`config.mk`:
```
export PLATFORM = sky130hd
export DESIGN_NAME = add3_feeder
export DESIGN_NICKNAME = d
export VERILOG_FILES = /design/src/rtl/add3_feeder.sv
export SDC_FILE = /design/constraint.sdc
export NUM_CORES = 1
export LEC_CHECK = 0
export CAP_MARGIN = 10
export CORE_MARGIN = 2
export CORE_UTILIZATION = 50
export DETAILED_ROUTE_END_ITERATION = 10
export PLACE_DENSITY = 0.73
export SYNTH_ARGS = -nofsm -noshare
export SYNTH_HDL_FRONTEND = slang
export SYNTH_SLANG_ARGS = --single-unit
```
`constraint.sdc`:
```
create_clock -name clk -period 3.37 [get_ports clk]
set_clock_uncertainty 0.2 [all_clocks]
set_input_delay 1.011 -clock clk [delete_from_list [all_inputs] [get_ports clk]]
set_output_delay 1.011 -clock clk [all_outputs]
set_load 0.05 [all_outputs]
```
`src/rtl/add3_feeder.sv`:
```
// Operand feeder for add3_top: buffers packed 3-lane act/wgt vectors in a FIFO and
// issues them per frame with diagonal lane skew when ADD3_FEED_SKEW_EN is defined.
module add3_feeder #(
  parameter int DEPTH = 4,
  parameter int CNT_W = 16
) (
  input  logic             clk,
  input  logic             rst_n,
  input  logic             in_valid,
  output logic             in_ready,
  input  logic [23:0]      in_act,
  input  logic [23:0]      in_wgt,
  input  logic             in_last,
  input  logic             start,
  output logic             busy,
  output logic             done,
  output logic [7:0]       act_in_0,
  output logic [7:0]       act_in_1,
  output logic [7:0]       act_in_2,
  output logic [7:0]       wgt_in_0,
  output logic [7:0]       wgt_in_1,
  output logic [7:0]       wgt_in_2,
  output logic [2:0]       lane_vld,
  output logic [CNT_W-1:0] vec_cnt
);

  localparam int DATA_W = 8;
  localparam int AW     = $clog2(DEPTH);
  localparam int ENT_W  = 1 + 6 * DATA_W;

  typedef enum logic [1:0] {IDLE, FEED, FLUSH, FIN} state_t;

  logic [ENT_W-1:0] mem [DEPTH];
  logic [AW:0]      wr_ptr_q, rd_ptr_q;
  logic [ENT_W-1:0] head;
  logic             full, empty, push, pop;

  state_t           state_q;
  logic             flush_q;
  logic             busy_q, done_q;
  logic [CNT_W-1:0] vec_cnt_q;

  logic [2:0][DATA_W-1:0] act_p0, wgt_p0;
  logic                   vld_p0;

  // Extra pointer MSB distinguishes full from empty when the indices match.
  assign full     = (wr_ptr_q[AW] != rd_ptr_q[AW]) && (wr_ptr_q[AW-1:0] == rd_ptr_q[AW-1:0]);
  assign empty    = (wr_ptr_q == rd_ptr_q);
  assign in_ready = rst_n && !full;
  assign push     = in_valid && in_ready;
  assign pop      = (state_q == FEED) && !empty;
  assign head     = mem[rd_ptr_q[AW-1:0]];

  always_ff @(posedge clk) begin
    if (push) mem[wr_ptr_q[AW-1:0]] <= {in_last, in_wgt, in_act};
  end

  always_ff @(posedge clk or negedge rst_n) begin
    if (!rst_n) begin
      wr_ptr_q <= '0;
      rd_ptr_q <= '0;
    end else begin
      if (push) wr_ptr_q <= wr_ptr_q + 1'b1;
      if (pop)  rd_ptr_q <= rd_ptr_q + 1'b1;
    end
  end

  always_ff @(posedge clk or negedge rst_n) begin
    if (!rst_n) begin
      state_q   <= IDLE;
      flush_q   <= 1'b0;
      busy_q    <= 1'b0;
      done_q    <= 1'b0;
      vec_cnt_q <= '0;
    end else begin
      case (state_q)
        IDLE: if (start) begin
          state_q   <= FEED;
          busy_q    <= 1'b1;
          vec_cnt_q <= '0;
        end
        FEED: if (pop) begin
          vec_cnt_q <= vec_cnt_q + 1'b1;
          if (head[ENT_W-1]) begin
`ifdef ADD3_FEED_SKEW_EN
            state_q <= FLUSH;
            flush_q <= 1'b0;
`else
            state_q <= FIN;
            done_q  <= 1'b1;
`endif
          end
        end
        FLUSH: begin
          if (flush_q) begin
            state_q <= FIN;
            done_q  <= 1'b1;
          end
          flush_q <= 1'b1;
        end
        FIN: begin
          state_q <= IDLE;
          busy_q  <= 1'b0;
          done_q  <= 1'b0;
        end
        default: state_q <= IDLE;
      endcase
    end
  end

  // Stage p0: popped vector or a zeroed bubble, common to all lanes.
  always_ff @(posedge clk or negedge rst_n) begin
    if (!rst_n) begin
      act_p0 <= '0;
      wgt_p0 <= '0;
      vld_p0 <= 1'b0;
    end else begin
      act_p0 <= pop ? head[23:0]  : '0;
      wgt_p0 <= pop ? head[47:24] : '0;
      vld_p0 <= pop;
    end
  end

`ifdef ADD3_FEED_SKEW_EN
  logic [DATA_W-1:0] act1_p1, wgt1_p1, act2_p1, wgt2_p1, act2_p2, wgt2_p2;
  logic              vld1_p1, vld2_p1, vld2_p2;

  // Stages p1/p2: lane k lags lane 0 by k cycles.
  always_ff @(posedge clk or negedge rst_n) begin
    if (!rst_n) begin
      act1_p1 <= '0; wgt1_p1 <= '0; vld1_p1 <= 1'b0;
      act2_p1 <= '0; wgt2_p1 <= '0; vld2_p1 <= 1'b0;
      act2_p2 <= '0; wgt2_p2 <= '0; vld2_p2 <= 1'b0;
    end else begin
      act1_p1 <= act_p0[1]; wgt1_p1 <= wgt_p0[1]; vld1_p1 <= vld_p0;
      act2_p1 <= act_p0[2]; wgt2_p1 <= wgt_p0[2]; vld2_p1 <= vld_p0;
      act2_p2 <= act2_p1;   wgt2_p2 <= wgt2_p1;   vld2_p2 <= vld2_p1;
    end
  end

  assign act_in_1 = act1_p1;
  assign wgt_in_1 = wgt1_p1;
  assign act_in_2 = act2_p2;
  assign wgt_in_2 = wgt2_p2;
  assign lane_vld = {vld2_p2, vld1_p1, vld_p0};
`else
  assign act_in_1 = act_p0[1];
  assign wgt_in_1 = wgt_p0[1];
  assign act_in_2 = act_p0[2];
  assign wgt_in_2 = wgt_p0[2];
  assign lane_vld = {3{vld_p0}};
`endif

  assign act_in_0 = act_p0[0];
  assign wgt_in_0 = wgt_p0[0];
  assign busy     = busy_q;
  assign done     = done_q;
  assign vec_cnt  = vec_cnt_q;

endmodule

```
==> results.ini <==
[critical_path]
required_ns=2.16
cp-end-kind=output pin
critPathLaunch=rd_ptr_q[0]$_DFFE_PN0N_
crit_buf_inv=1
cp.arrival_ns=1.95
critical-path-top-delay-family=flip-flops
startpoint_type=flop
crit_fanout=13
r2r-start=rd_ptr_q[1]$_DFFE_PN0N_
slowest_stage=dfrtp_4
cp_slowest_stage_delay_ns=0.59
path_cells=xor2_2 -> o31a_2 -> buf_12
critPathKind=reg -> out

[yosys]
ys_ff_latch=272
yosys_warnings=0
synthArstFlopShare_pct=27.9
syn_inst=528
ys.flop_type=edfxtp_1
synthesis.area_mm2=0.0103
syn-num-nets=592
synth-edff-count=196
syn_area_per_cell_um2=19.5
seq_area_frac_synth_pct=75.7
yosysUniqueCellTypes=50

[route]
wirelength_um=19300
firstDrtPassIters=5
vias_per_cell=5.51
final_antenna_net_count=0
drt_first_iter_violations=350
vias=5282
drc=0
wl_per_cell_um=20.2

[timing]
fin_crit_ns=3.16
finalHoldViolCount=0
tns_ns=0
setup_violations=0
clock.fmax_mhz=316
tightest_slew_ns=1.05
maxSlewViolCount=0
fin_crit_sh_pct=93.8
rsz0062_at_grt=no
relSlewSlack_pct=29.7

[floorplan]
die_h_um=147
dieArea_mm2=0.0217
die_x_um=147
initial_core_util_pct=50.9
rows=52
core_area_mm2=0.0202
io_pins=123

[clock_tree]
cts_root_buffer=clkbuf_16
worstSkewPairLatency_ns=0.52
cts-buffers-inserted=26
cts_resized=0
tritoncts=done
hold_buffers=0
cts.sinks=272
postCtsSetupBuffers=0
clk_pin_slew_worst_paths_ns=0.06
clockBufferDepth=3
cts_max_level=1

[cells_and_area]
layout_commonest_cell=edfxtp_1
drive_above_1_share_pct=18.5
nNetsFinal=732
final_cells=958
nFillCells=1384
final_cell_mix=edfxtp_1, clkdlybuf4s50_1, dfrtp_1
area_delta_synth_final_pct=23.9
post-route-util_pct=63.0
diodes=0

[hold_path]
hold_path.class=reg -> reg
hp-start=flush_q$_DFFE_PN0N_

[power]
powerDensity_mw_per_mm2=853
p_comb_share_pct=32.0
vdd_ir_drop_max_v=0.000509
p_leak_nw=4.57
clkPwrFrac_pct=27.4
internal_power_mw=7.39
p_seq_share_pct=40.6
switching_share_pct=32.1
power_switching_mw=3.49

[grt]
antenna_found_initial=0
grt_remaining_overflow=0
grt_use_total_pct=18.2
grt_max_degree=77
grt_pass1_wl_um=30700
grt_pass1_vias=5652

[run_status]
status=finished, final reports clean

[flow_run]
cap_violations=0

[placed_design]
port_buffers=122
gp_congestion=0.811
placedCellCount=909
dp_hpwl_um=11400

[power by group through the flow]
stage | Sequential, mW | Clock, mW | Combinational (mW)
floorplan | 4.99 | 0 | 1.97
global route | 4.47 | 3.20 | 3.74
finish | 4.41 | 2.98 | 3.48
global placement | 4.45 | 0 | 3.45
CTS | 4.42 | 3.05 | 3.53
detailed placement | 4.48 | 0 | 3.50
[area by class of cell]
| class | instances | area [um^2] | area share (%) |
|---|---|---|---|
| Multi-Input combinational cell | 221 | 2340 | 18.4 |
| Clock inverter | 15 | 181 | 1.42 |
| Tap cell | 270 | 338 | 2.65 |
| Inverter | 10 | 37.5 | 0.294 |
| Sequential cell | 272 | 7790 | 61.1 |
| Timing Repair Buffer | 137 | 1340 | 10.5 |
| Clock buffer | 33 | 718 | 5.63 |
[final timing paths]
kind                       slack, ns  cells past startpoint                      end
setup / recovery                0.21                      3                 in_ready
hold / removal                  0.27                      1      flush_q$_DFFE_PN0N_
setup reg to reg                0.72                      5  vec_cnt[15]$_DFFE_PN0P_
hold reg to reg                 0.27                      1      flush_q$_DFFE_PN0N_
max in group asynchronous       1.60                      2  rd_ptr_q[0]$_DFFE_PN0N_
min in group asynchronous       0.60                      2    wgt_in_2[3]$_DFF_PN0_
[per-stage QoR]
stage               setup slack [ns]  instance area (um^2)  power (mW)  hold slack, ns
finish                         0.210                 12800        10.9           0.268
CTS                            0.184                 12700        11.0           0.269
global route                   0.139                 12800        11.4           0.292
global placement               0.431                 11800        7.90           0.247
detailed placement             0.333                 11800        7.99           0.252
floorplan                      0.101                 10300        6.96           0.237
[synthesized netlist by cell type, drive strengths merged (7+ instances only)]
| cell | n | area (um^2) |
|---|---|---|
| inv | 10 | 37.5 |
| a31oi | 9 | 56.3 |
| mux4 | 48 | 1080 |
| o31ai | 7 | 66.3 |
| clkbuf | 10 | 38.8 |
| o21ai | 10 | 50.0 |
| edfxtp | 196 | 5890 |
| ha | 11 | 138 |
| dfrtp | 76 | 1900 |
| and2 | 49 | 307 |
| buf | 15 | 87.6 |
| nand2 | 18 | 67.6 |
[sequential cells by signal (all words and copies together), names as in the netlist, 2 cells and up]
signal,count
state_q,2
mem,196
act_in_2,8
wgt_in_2,8
rd_ptr_q,3
act_in_1,8
wgt_in_0,8
wgt_in_1,8
wr_ptr_q,3
vec_cnt,16
act_in_0,8
[metal layers]
metal	global-route usage [%]	up-vias	share of wire [%]	wire, um
li1	-	2338	-	-
met5	0	-	0	0
met2	31.1	205	51	9860
met1	24.2	2707	41	7850
met3	4.04	32	6.6	1280
met4	4.71	0	1.6	316
[cells by family after synthesis]
group / count (synthesis) / share of synthesized area (%)
flip-flops: 272 / 75.7
AO/OA/AOI/OAI: 46 / 3.53
AND/OR/NAND/NOR: 99 / 5.58
multiplexers: 55 / 11.2
adder cells (fa/ha/maj): 11 / 1.34
XOR/XNOR: 10 / 1.07
buffers and inverters: 35 / 1.59
No activity file was read; power rests on OpenSTA's default activity.
